<file path="config.mk">
export PLATFORM = sky130hd
export DESIGN_NAME = seq_alu_flat
export DESIGN_NICKNAME = d
export VERILOG_FILES = /design/src/rtl/seq_alu_if.sv /design/src/rtl/seq_alu.sv /design/src/flat_wrapper.sv
export SDC_FILE = /design/constraint.sdc
export NUM_CORES = 1
export LEC_CHECK = 0
export BUFFER_PORTS_ARGS = -buffer_cell sky130_fd_sc_hd__buf_2
export CORE_ASPECT_RATIO = 2
export CORE_MARGIN = 2
export CORE_UTILIZATION = 59
export DETAILED_ROUTE_END_ITERATION = 8
export PLACE_DENSITY = 0.79
export SLEW_MARGIN = 20
export SYNTH_ARGS = -nofsm -noshare
export SYNTH_HDL_FRONTEND = slang
export SYNTH_SLANG_ARGS = --single-unit
</file>
<file path="constraint.sdc">
create_clock -name clk -period 3.98 [get_ports clk]
set_clock_uncertainty 0.05 [all_clocks]
set_input_delay 0.796 -clock clk [delete_from_list [all_inputs] [get_ports clk]]
set_output_delay 0.796 -clock clk [all_outputs]
set_load 0.005 [all_outputs]
</file>
<file path="src/rtl/seq_alu_if.sv">
// ---------------------------------------------------------------------------
// seq_alu_if
// Request/response bundle between the EX stage and the sequential ALU.
//
//   start        master -> slave  request, sampled only while busy = 0
//   alu_code     master -> slave  5-bit operation select
//   data1/data2  master -> slave  operands A and B (WIDTH bits)
//   busy         slave -> master  iterative operation in progress
//   done         slave -> master  one-cycle pulse, result fields valid
//   result       slave -> master  primary result (WIDTH bits)
//   result_hi    slave -> master  product upper half / remainder / 0
//   zero         slave -> master  result == 0
//   div_by_zero  slave -> master  last divide had data2 == 0
// ---------------------------------------------------------------------------
interface seq_alu_if #(
  parameter int WIDTH = 32
);
  logic             start;
  logic [4:0]       alu_code;
  logic [WIDTH-1:0] data1;
  logic [WIDTH-1:0] data2;
  logic             busy;
  logic             done;
  logic [WIDTH-1:0] result;
  logic [WIDTH-1:0] result_hi;
  logic             zero;
  logic             div_by_zero;

  modport master (
    output start, alu_code, data1, data2,
    input  busy, done, result, result_hi, zero, div_by_zero
  );

  modport slave (
    input  start, alu_code, data1, data2,
    output busy, done, result, result_hi, zero, div_by_zero
  );
endinterface

</file>
<file path="src/rtl/seq_alu.sv">
// ---------------------------------------------------------------------------
// seq_alu
// Multi-cycle ALU for the EX stage. Single-cycle operations (add, sub, mov,
// pass, compares) complete one clock after the request is taken; multiply
// (shift-add) and divide (restoring) iterate once per clock for WIDTH clocks.
//
// Ports
//   clk    rising-edge clock
//   rst_n  asynchronous active-low reset
//   bus    seq_alu_if slave: start/alu_code/data1/data2 in,
//          busy/done/result/result_hi/zero/div_by_zero out
//
// Timing (request taken at edge E)
//   single-cycle op : done high after edge E+1
//   mult / div      : busy high from E until edge E+WIDTH, done after E+WIDTH+1
// A new request is accepted in any cycle where busy = 0, so single-cycle ops
// stream at one per clock.
// ---------------------------------------------------------------------------
module seq_alu #(
  parameter int WIDTH = 32
) (
  input  logic     clk,
  input  logic     rst_n,
  seq_alu_if.slave bus
);

  localparam int CNT_W = $clog2(WIDTH) + 1;

  localparam logic [4:0] OP_ADD   = 5'b00000;
  localparam logic [4:0] OP_SUB   = 5'b00001;
  localparam logic [4:0] OP_MOV   = 5'b00010;
  localparam logic [4:0] OP_MULT  = 5'b00011;
  localparam logic [4:0] OP_DIV   = 5'b00100;
  localparam logic [4:0] OP_PASS  = 5'b00101;
  localparam logic [4:0] OP_SLE   = 5'b00110;
  localparam logic [4:0] OP_SGE   = 5'b00111;
  localparam logic [4:0] OP_SLT_S = 5'b01000;
  localparam logic [4:0] OP_SGT_S = 5'b01001;

  typedef enum logic [1:0] {
    IDLE = 2'd0,
    RUN  = 2'd1,
    DONE = 2'd2
  } state_t;

  state_t state_reg, state_next;

  // Captured request
  logic [4:0]         op_reg;
  logic [WIDTH-1:0]   a_reg;
  logic [WIDTH-1:0]   b_reg;        // divisor already forced to 1 when B == 0
  logic               dbz_pend_reg;

  // Iteration state: acc_reg is the 2*WIDTH product shift register for
  // multiply; for divide its low half shifts the dividend out and the
  // quotient in, while rem_reg keeps the remainder.
  logic [2*WIDTH-1:0] acc_reg;
  logic [WIDTH-1:0]   rem_reg;
  logic [CNT_W-1:0]   cnt_reg;

  // Registered outputs
  logic [WIDTH-1:0]   result_reg;
  logic [WIDTH-1:0]   result_hi_reg;
  logic               zero_reg;
  logic               div_by_zero_reg;
  logic               done_reg;

  // Control decodes
  logic               busy_int;
  logic               accept;
  logic               finish;
  logic               start_multi;
  logic               start_div_zero;
  logic               last_iter;

  // Datapath intermediates
  logic [WIDTH:0]     mul_sum;
  logic [2*WIDTH-1:0] mul_next;
  logic [WIDTH:0]     part_rem;
  logic               div_ge;
  logic [WIDTH-1:0]   div_diff;
  logic [WIDTH-1:0]   rem_next;
  logic [WIDTH-1:0]   quo_next;
  logic [WIDTH-1:0]   single_res;
  logic [WIDTH-1:0]   fin_lo;
  logic [WIDTH-1:0]   fin_hi;

  // -------------------------------------------------------------------------
  // FSM: state register
  // -------------------------------------------------------------------------
  always_ff @(posedge clk or negedge rst_n) begin
    if (!rst_n) begin
      state_reg <= IDLE;
    end else begin
      state_reg <= state_next;
    end
  end

  // -------------------------------------------------------------------------
  // FSM: next-state logic
  // -------------------------------------------------------------------------
  assign start_multi    = (bus.alu_code == OP_MULT) || (bus.alu_code == OP_DIV);
  assign start_div_zero = (bus.alu_code == OP_DIV) && (bus.data2 == '0);
  assign last_iter      = (cnt_reg == CNT_W'(WIDTH - 1));

  always_comb begin
    state_next = state_reg;
    case (state_reg)
      IDLE, DONE: begin
        if (bus.start) begin
          state_next = start_multi ? RUN : DONE;
        end else begin
          state_next = IDLE;
        end
      end
      RUN: begin
        if (last_iter) begin
          state_next = DONE;
        end
      end
      default: state_next = IDLE;
    endcase
  end

  // -------------------------------------------------------------------------
  // FSM: output decode
  // DONE is the cycle in which the finished operation is committed to the
  // output registers, so done itself rises one edge after entering DONE.
  // -------------------------------------------------------------------------
  always_comb begin
    busy_int = (state_reg == RUN);
    accept   = bus.start && (state_reg != RUN);
    finish   = (state_reg == DONE);
  end

  // -------------------------------------------------------------------------
  // Request capture
  // -------------------------------------------------------------------------
  always_ff @(posedge clk or negedge rst_n) begin
    if (!rst_n) begin
      op_reg       <= '0;
      a_reg        <= '0;
      b_reg        <= '0;
      dbz_pend_reg <= 1'b0;
    end else if (accept) begin
      op_reg       <= bus.alu_code;
      a_reg        <= bus.data1;
      b_reg        <= start_div_zero ? WIDTH'(1) : bus.data2;
      dbz_pend_reg <= start_div_zero;
    end
  end

  // -------------------------------------------------------------------------
  // One multiply step: add the multiplicand into the upper half when the
  // current multiplier bit is set, then shift the whole register right.
  // -------------------------------------------------------------------------
  always_comb begin
    mul_sum  = {1'b0, acc_reg[2*WIDTH-1:WIDTH]}
             + (acc_reg[0] ? {1'b0, a_reg} : {(WIDTH + 1){1'b0}});
    mul_next = {mul_sum, acc_reg[WIDTH-1:1]};
  end

  // -------------------------------------------------------------------------
  // One restoring-divide step on the WIDTH+1 bit partial remainder. The
  // difference only needs WIDTH bits: it is kept only when it is
  // non-negative, and then it is smaller than the divisor.
  // -------------------------------------------------------------------------
  always_comb begin
    part_rem = {rem_reg, acc_reg[WIDTH-1]};
    div_ge   = (part_rem >= {1'b0, b_reg});
    div_diff = part_rem[WIDTH-1:0] - b_reg;
    rem_next = div_ge ? div_diff : part_rem[WIDTH-1:0];
    quo_next = {acc_reg[WIDTH-2:0], div_ge};
  end

  // -------------------------------------------------------------------------
  // Iteration registers
  // -------------------------------------------------------------------------
  always_ff @(posedge clk or negedge rst_n) begin
    if (!rst_n) begin
      acc_reg <= '0;
      rem_reg <= '0;
      cnt_reg <= '0;
    end else if (accept) begin
      cnt_reg <= '0;
      rem_reg <= '0;
      if (bus.alu_code == OP_MULT) begin
        acc_reg <= {{WIDTH{1'b0}}, bus.data2};
      end else begin
        acc_reg <= {{WIDTH{1'b0}}, bus.data1};
      end
    end else if (busy_int) begin
      cnt_reg <= cnt_reg + CNT_W'(1);
      if (op_reg == OP_MULT) begin
        acc_reg <= mul_next;
      end else begin
        acc_reg <= {acc_reg[2*WIDTH-1:WIDTH], quo_next};
        rem_reg <= rem_next;
      end
    end
  end

  // -------------------------------------------------------------------------
  // Single-cycle operations, evaluated from the captured operands
  // -------------------------------------------------------------------------
  always_comb begin
    single_res = '0;
    case (op_reg)
      OP_ADD:   single_res = a_reg + b_reg;
      OP_SUB:   single_res = a_reg - b_reg;
      OP_MOV:   single_res = a_reg;
      OP_PASS:  single_res = b_reg;
      OP_SLE:   single_res = WIDTH'(a_reg <= b_reg);
      OP_SGE:   single_res = WIDTH'(a_reg >= b_reg);
      OP_SLT_S: single_res = WIDTH'($signed(a_reg) < $signed(b_reg));
      OP_SGT_S: single_res = WIDTH'($signed(a_reg) > $signed(b_reg));
      default:  single_res = '0;
    endcase
  end

  // Final result selection
  always_comb begin
    fin_lo = single_res;
    fin_hi = '0;
    if (op_reg == OP_MULT) begin
      fin_lo = acc_reg[WIDTH-1:0];
      fin_hi = acc_reg[2*WIDTH-1:WIDTH];
    end else if (op_reg == OP_DIV) begin
      fin_lo = acc_reg[WIDTH-1:0];
      fin_hi = rem_reg;
    end
  end

  // -------------------------------------------------------------------------
  // Output registers: updated only when an operation commits, so every
  // result field holds until the next done.
  // -------------------------------------------------------------------------
  always_ff @(posedge clk or negedge rst_n) begin
    if (!rst_n) begin
      result_reg      <= '0;
      result_hi_reg   <= '0;
      zero_reg        <= 1'b1;
      div_by_zero_reg <= 1'b0;
      done_reg        <= 1'b0;
    end else begin
      done_reg <= finish;
      if (finish) begin
        result_reg      <= fin_lo;
        result_hi_reg   <= fin_hi;
        zero_reg        <= (fin_lo == '0);
        div_by_zero_reg <= (op_reg == OP_DIV) && dbz_pend_reg;
      end
    end
  end

  assign bus.busy        = busy_int;
  assign bus.done        = done_reg;
  assign bus.result      = result_reg;
  assign bus.result_hi   = result_hi_reg;
  assign bus.zero        = zero_reg;
  assign bus.div_by_zero = div_by_zero_reg;

endmodule

</file>
<file path="src/flat_wrapper.sv">
// flat-port wrapper written by rule: the top's interface ports become plain ports
module seq_alu_flat 
#(
  parameter int WIDTH = 32
)
  (clk, rst_n, bus_start, bus_alu_code, bus_data1, bus_data2, bus_busy, bus_done, bus_result, bus_result_hi, bus_zero, bus_div_by_zero);
  seq_alu_if #(.WIDTH(WIDTH)) bus_i ();
  input  logic clk;
  input  logic rst_n;
  input wire logic [$bits(bus_i.start)-1:0] bus_start;
  input wire logic [$bits(bus_i.alu_code)-1:0] bus_alu_code;
  input wire logic [$bits(bus_i.data1)-1:0] bus_data1;
  input wire logic [$bits(bus_i.data2)-1:0] bus_data2;
  output wire logic [$bits(bus_i.busy)-1:0] bus_busy;
  output wire logic [$bits(bus_i.done)-1:0] bus_done;
  output wire logic [$bits(bus_i.result)-1:0] bus_result;
  output wire logic [$bits(bus_i.result_hi)-1:0] bus_result_hi;
  output wire logic [$bits(bus_i.zero)-1:0] bus_zero;
  output wire logic [$bits(bus_i.div_by_zero)-1:0] bus_div_by_zero;
  assign bus_i.start = bus_start;
  assign bus_i.alu_code = bus_alu_code;
  assign bus_i.data1 = bus_data1;
  assign bus_i.data2 = bus_data2;
  assign bus_busy = bus_i.busy;
  assign bus_done = bus_i.done;
  assign bus_result = bus_i.result;
  assign bus_result_hi = bus_i.result_hi;
  assign bus_zero = bus_i.zero;
  assign bus_div_by_zero = bus_i.div_by_zero;
  seq_alu #(.WIDTH(WIDTH)) u_core (.clk(clk), .rst_n(rst_n), .bus(bus_i));
endmodule
</file>
# Yosys cells after proc, flatten, opt, wreduce, memory -nomap -nowiden
# Index checks and enable logic that the tools add are counted.
# op_classes
n_addsub,5
order_cmp,5
eq_ne,17
n_mux,21
n_reduce_logical,13
# ops
cell,n
two-way mux 32 bit,11
one-hot mux 32 bit (8 select lines),1
two-way mux 64 bit,3
logical NOT 32 bit,2
subtractor 32 bit,2
adder 32 x 33 -> 33 bit,1
greater-or-equal comparator 33 x 32 -> 1 bit,1
adder 32 bit,1
greater-or-equal comparator 32 bit,1
> comparator 32 bit,1
less-or-equal comparator 32 bit,1
less-than comparator 32 bit,1
equality test 5 x 3 -> 1 bit (second input constant),5
equality test 5 x 2 -> 1 bit (second input constant),3
two-way mux 6 bit,2
equality test 5 x 4 -> 1 bit (second input constant),2
adder 6 x 1 -> 6 bit (second input constant),1
equality test 6 x 5 -> 1 bit (second input constant),1
two-way mux 2 bit,3
!= test 2 x 1 -> 1 bit (second input constant),3
equality test 5 x 1 -> 1 bit (second input constant),1
logical NOT 5 bit,1
one-hot mux 2 bit (2 select lines),1
AND reduction 2 bit,2
7 further kinds,10
# totals
ff_bits,241
inputBits,72
out_inout_bits,68
wordCells,75

# Longest topological paths before layout
# depth
depth_word,5
mapped_depth,17
ltp_nobuf,17

# Least setup slack after synthesis
# Ideal clock, no wire load.
# synth_path
kind,reg2reg
startpoint,register u_core.acc_reg[0]
endpoint,register u_core.acc_reg[63]
setup_ps,142
t_arrival_ps,3473
t_required_ps,3788
slack_ps,316
stages_incl_launch_ff,17
path_buffers,1
synth_period_minus_slack_ps,3664
path_cell_list,dfrtp_1 > clkbuf_1 > and2_1 > ha_1 > a21o_1 > a21o_1 > a21o_1 > o311ai_1 > a21oi_1 > nor2_1 > nor3_1 > or4_1 > a31oi_1 > o31ai_1 > a21o_1 > a2111oi_0 > a211oi_1
# synth_between
elab_chain_cells,5
# synth_lines
element,line_no,source
start: declaration,seq_alu.sv:57,logic [2*WIDTH-1:0] acc_reg;
start signal: assignment,seq_alu.sv:188,"acc_reg <= {{WIDTH{1'b0}}, bus.data2};"
start signal: assignment,seq_alu.sv:190,"acc_reg <= {{WIDTH{1'b0}}, bus.data1};"
start signal: assignment,seq_alu.sv:195,acc_reg <= mul_next;
two-way mux 32 bit,seq_alu.sv:159,"+ (acc_reg[0] ? {1'b0, a_reg} : {(WIDTH + 1){1'b0}});"
adder 32 x 33 -> 33 bit,seq_alu.sv:159,
two-way mux 64 bit,seq_alu.sv:194,if (op_reg == OP_MULT) begin
two-way mux 64 bit,seq_alu.sv:192,end else if (busy_int) begin
two-way mux 64 bit,seq_alu.sv:184,end else if (accept) begin
# No other way between the ends. The select of a mux whose other input is x is not followed.
# A chain may end at the register's enable or synchronous reset.

# Worst setup path in the final report
# layout_path
startpoint,register u_core.b_reg[24]
endpoint,"register u_core.zero_reg, in the netlist u_core.bus.zero"
# layout_between
elab_chain_cells,5
elab_cells_between_ends,10
cone_classes,add/sub (2); order compare (4); mux (3); reduce/logical (1)
# layout_lines
element,line_no,source
start: declaration,seq_alu.sv:51,logic [WIDTH-1:0] b_reg;
start signal: assignment,seq_alu.sv:148,b_reg <= start_div_zero ? WIDTH'(1) : bus.data2;
"subtractor 32 bit, or another cell as far along",seq_alu.sv:210,OP_SUB: single_res = a_reg - b_reg;
one-hot mux 32 bit (8 select lines) *,seq_alu.sv:208,case (op_reg)
two-way mux 32 bit *,seq_alu.sv:228,end else if (op_reg == OP_DIV) begin
two-way mux 32 bit *,seq_alu.sv:225,if (op_reg == OP_MULT) begin
logical NOT 32 bit *,seq_alu.sv:250,zero_reg <= (fin_lo == '0);
end signal: assignment,seq_alu.sv:250,
end: declaration,seq_alu.sv:64,logic zero_reg;
# Mark *: on every way between the ends. The rest lies on a longest branch, timed or not.

==> results.json <==
{
  "nets": 2551,
  "critPathLaunchType": "register",
  "largest_reg_flops": 64,
  "via_count": 17980,
  "wl_per_cell_um": 23.44,
  "ys_seq_elements": 241,
  "viasPerCell": 6.584,
  "synth_edf_count": 0,
  "path_class": "reg2reg",
  "rr_worst_depth": 16,
  "clkPwrFrac_pct": 29.8,
  "worstPathCellList": "inv_1 > ha_1 > nand4_1 > or4_4 > o221ai_2 > a21oi_2 > buf_4 > xnor2_1 > o2111ai_1 > o211ai_1 > or4b_4 > nor4_4 > buf_4 > and4_1 > and3_1 > a22o_1",
  "cts-root-buf": "clkbuf_16",
  "internal-power_w": 0.005554,
  "cp_top_family": "simple AND/OR/NAND/NOR gates",
  "drv_slew": 0,
  "fin_area_sq_um": 21770,
  "ios": 140,
  "fin_util_pct": 73.79,
  "netlist_instances": 2031,
  "synth.area.top_cells": "dfrtp_1, ha_1, mux2i_1, o21ai_0, nand2_1",
  "initial_core_util_pct": 60.11,
  "required_ns": 4.44,
  "drt_iter0_drc": 1501,
  "rsz0062_at_grt": "true",
  "p_leak_nw": 10.86,
  "synth_common_cells": "dfrtp_1, nand2_1, o21ai_0",
  "slowest_delay_ns": 0.59,
  "drive_gt1_share_pct": 24.81,
  "detailed_place_hpwl_um": 48580,
  "layout_min_cycle_time_ns": 4.167,
  "path_buf_inv": 3,
  "critical_path_depth": 16,
  "hold_class": "in2async",
  "yosysUniqueCellTypes": 88,
  "grt_max_degree": 116,
  "drv_cap": 0,
  "status": "finished, violations left",
  "setup_viol": 1,
  "gp_congestion": 1.036,
  "sw_frac_of_total_pct": 35.78,
  "crit_slowest_cell": "or4_4",
  "numCtsBuffers": 25,
  "yosysTopAreaCell": "dfrtp_1",
  "ys.flop_type": "dfrtp_1",
  "yosys_warnings": 0,
  "period_share_pct": 104.7,
  "fin_total_pwr_w": 0.008650,
  "slew_headroom_pct": 22.26,
  "violations": "setup timing",
  "clk_latency_ns": 0.58,
  "cts_htree_levels": 1,
  "grt_util_all_layers_pct": 39.60,
  "syn_area_sq_um": 17740,
  "crit_arrival_ns": 4.63,
  "overflow": 0,
  "fmax_ghz": 0.2400,
  "rows": 89,
  "dieArea_sq_um": 31550,
  "worstMarginPinSlew_ns": 1.163,
  "chipWidth_um": 126.6,
  "place_area_sq_um": 20520,
  "power_density_nw_per_um2": 397.2,
  "crit_path_frequent_cell": "buf_4",
  "core_area_sq_um": 29510,
  "synth_top_cell_area_share_pct": 33.86,
  "area_growth_pct": 22.75,
  "dr.pass1.iters": 6,
  "finalWirelength_um": 64000,
  "ir_drop_v": 0.0004028,
  "cts.sinks": 241,
  "switchingPower_w": 0.003095,
  "synth.avg_cell_area_sq_um": 8.734,
  "worst_slack_ns": -0.1867,
  "grt_pass1_wl_um": 98810,
  "antenna_found_initial": 0,
  "p_comb_share_pct": 36.9,
  "drc": 0,
  "place_worst_setup_slack_ns": -0.6037,
  "die_y_um": 249.2,
  "fin_cells": 2731,
  "yosysMostFrequentCell": "dfrtp_1",
  "hold_viol_final": 0,
  "io_buffer_count": 139,
  "p_seq_share_pct": 33.3,
  "path_clk_slew_ns": 0.07,
  "synthArstFlopShare_pct": 100.0,
  "yosysSeqAreaShare_pct": 34.00,
  "cts_buffer_depth": 3,
  "cts_tree": "yes",
  "first_global_vias": 18120,
  "postCtsHoldBufs": 0,
  "cp_max_fo": 4,
  "end_kind": "register",
  "dp.cells": 2674,
  "detail-route-antenna-nets": 0,
  "syn-num-nets": 2235
}
[routing by layer]
metal	global-route usage, %	share of wire, %	up-vias
met1	46.82	36	8709
met5	0	0	-
met2	67.73	49	906
li1	-	-	8110
met4	25.21	7.8	0
met3	4.102	6.5	256
[cells in the final DEF, fill, tap and decap left out, types with 9 or more instances in the layout]
| master | Yosys | layout |
|---|---|---|
| a21boi_0 | 15 | 13 |
| a21o_1 | 48 | 48 |
| a21oi_1 | 129 | 123 |
| a222oi_1 | 24 | 24 |
| a22o_1 | 31 | 31 |
| a31oi_1 | 18 | 17 |
| and2_1 | 40 | 40 |
| and3_1 | 9 | 9 |
| buf_12 | 0 | 9 |
| buf_2 | 21 | 138 |
| buf_4 | 0 | 254 |
| clkbuf_16 | 0 | 26 |
| dfrtp_1 | 240 | 237 |
| ha_1 | 128 | 120 |
| inv_1 | 74 | 69 |
| mux2_2 | 45 | 45 |
| mux2i_1 | 99 | 99 |
| nand2_1 | 221 | 218 |
| nand2b_1 | 16 | 13 |
| nand3_1 | 62 | 61 |
| nand4_1 | 13 | 13 |
| nor2_1 | 123 | 119 |
| nor2b_1 | 19 | 17 |
| nor3_1 | 34 | 31 |
| nor4_1 | 18 | 14 |
| o211ai_1 | 44 | 44 |
| o21a_1 | 10 | 9 |
| o21ai_0 | 195 | 190 |
| o31ai_1 | 13 | 13 |
| xnor2_1 | 33 | 33 |
| xor2_1 | 32 | 32 |
[per-stage QoR]
step | setup TNS [ns] | hold WS [ns]
final | -0.1867 | 0.2196
after CTS | -0.1408 | 0.2890
after detailed placement | -5.432 | 0.4091
after global routing | -0.4929 | 0.3239
after global placement | -2.817 | 0.4050
after floorplan | 0 | 0.4109
[cells by family after synthesis]
kind of cell	share of synthesized area [%]
mux	8.443
flops	34.00
compound gates	24.78
fa+ha+maj	9.480
simple gates	15.89
buf+inv	4.197
xor+xnor	3.209
[what timing repair did]
action,in CTS,in global routing
setup endpoints to repair,36,45
pin swaps,9,16
cloned,0,1
gates resized for setup,23,50
endpoints found under the hold margin,0,0
setup buffers,2,7
[worst paths after layout]
kind	start	endpoint	slack, ns
worst max-delay path	u_core.b_reg[24]$_DFFE_PN0P_	u_core.bus.zero$_DFFE_PN1P_	-0.19
worst min-delay path	rst_n	u_core.b_reg[27]$_DFFE_PN0P_	0.22
worst max register to register	u_core.b_reg[24]$_DFFE_PN0P_	u_core.bus.zero$_DFFE_PN1P_	-0.19
worst min register to register	u_core.bus.result[5]$_DFFE_PN0P_	u_core.bus.result[5]$_DFFE_PN0P_	0.42
max in group asynchronous	rst_n	u_core.a_reg[3]$_DFFE_PN0P_	2.83
min in group clk	u_core.bus.result[5]$_DFFE_PN0P_	u_core.bus.result[5]$_DFFE_PN0P_	0.42
[power groups by stage]
stage,sequential [W],combinational [W],clock [W]
final,0.00288,0.00319,0.00258
after global routing,0.00290,0.00345,0.00266
after CTS,0.00287,0.00308,0.00259
after detailed placement,0.00291,0.00301,0
after global placement,0.00290,0.00297,0
after floorplan,0.00289,0.00169,0
[area by class of cell]
type | count | area, sq um
clock inverters | 15 | 191.4
inverters | 76 | 289.0
fillers | 2151 | 7735
repair buffers | 404 | 2829
diodes | 1 | 2.502
flip-flops and latches | 241 | 6036
multi-input cells | 1599 | 11290
clock buffers | 31 | 678.2
well taps | 364 | 455.4
Power figures use the tool's default switching activity.
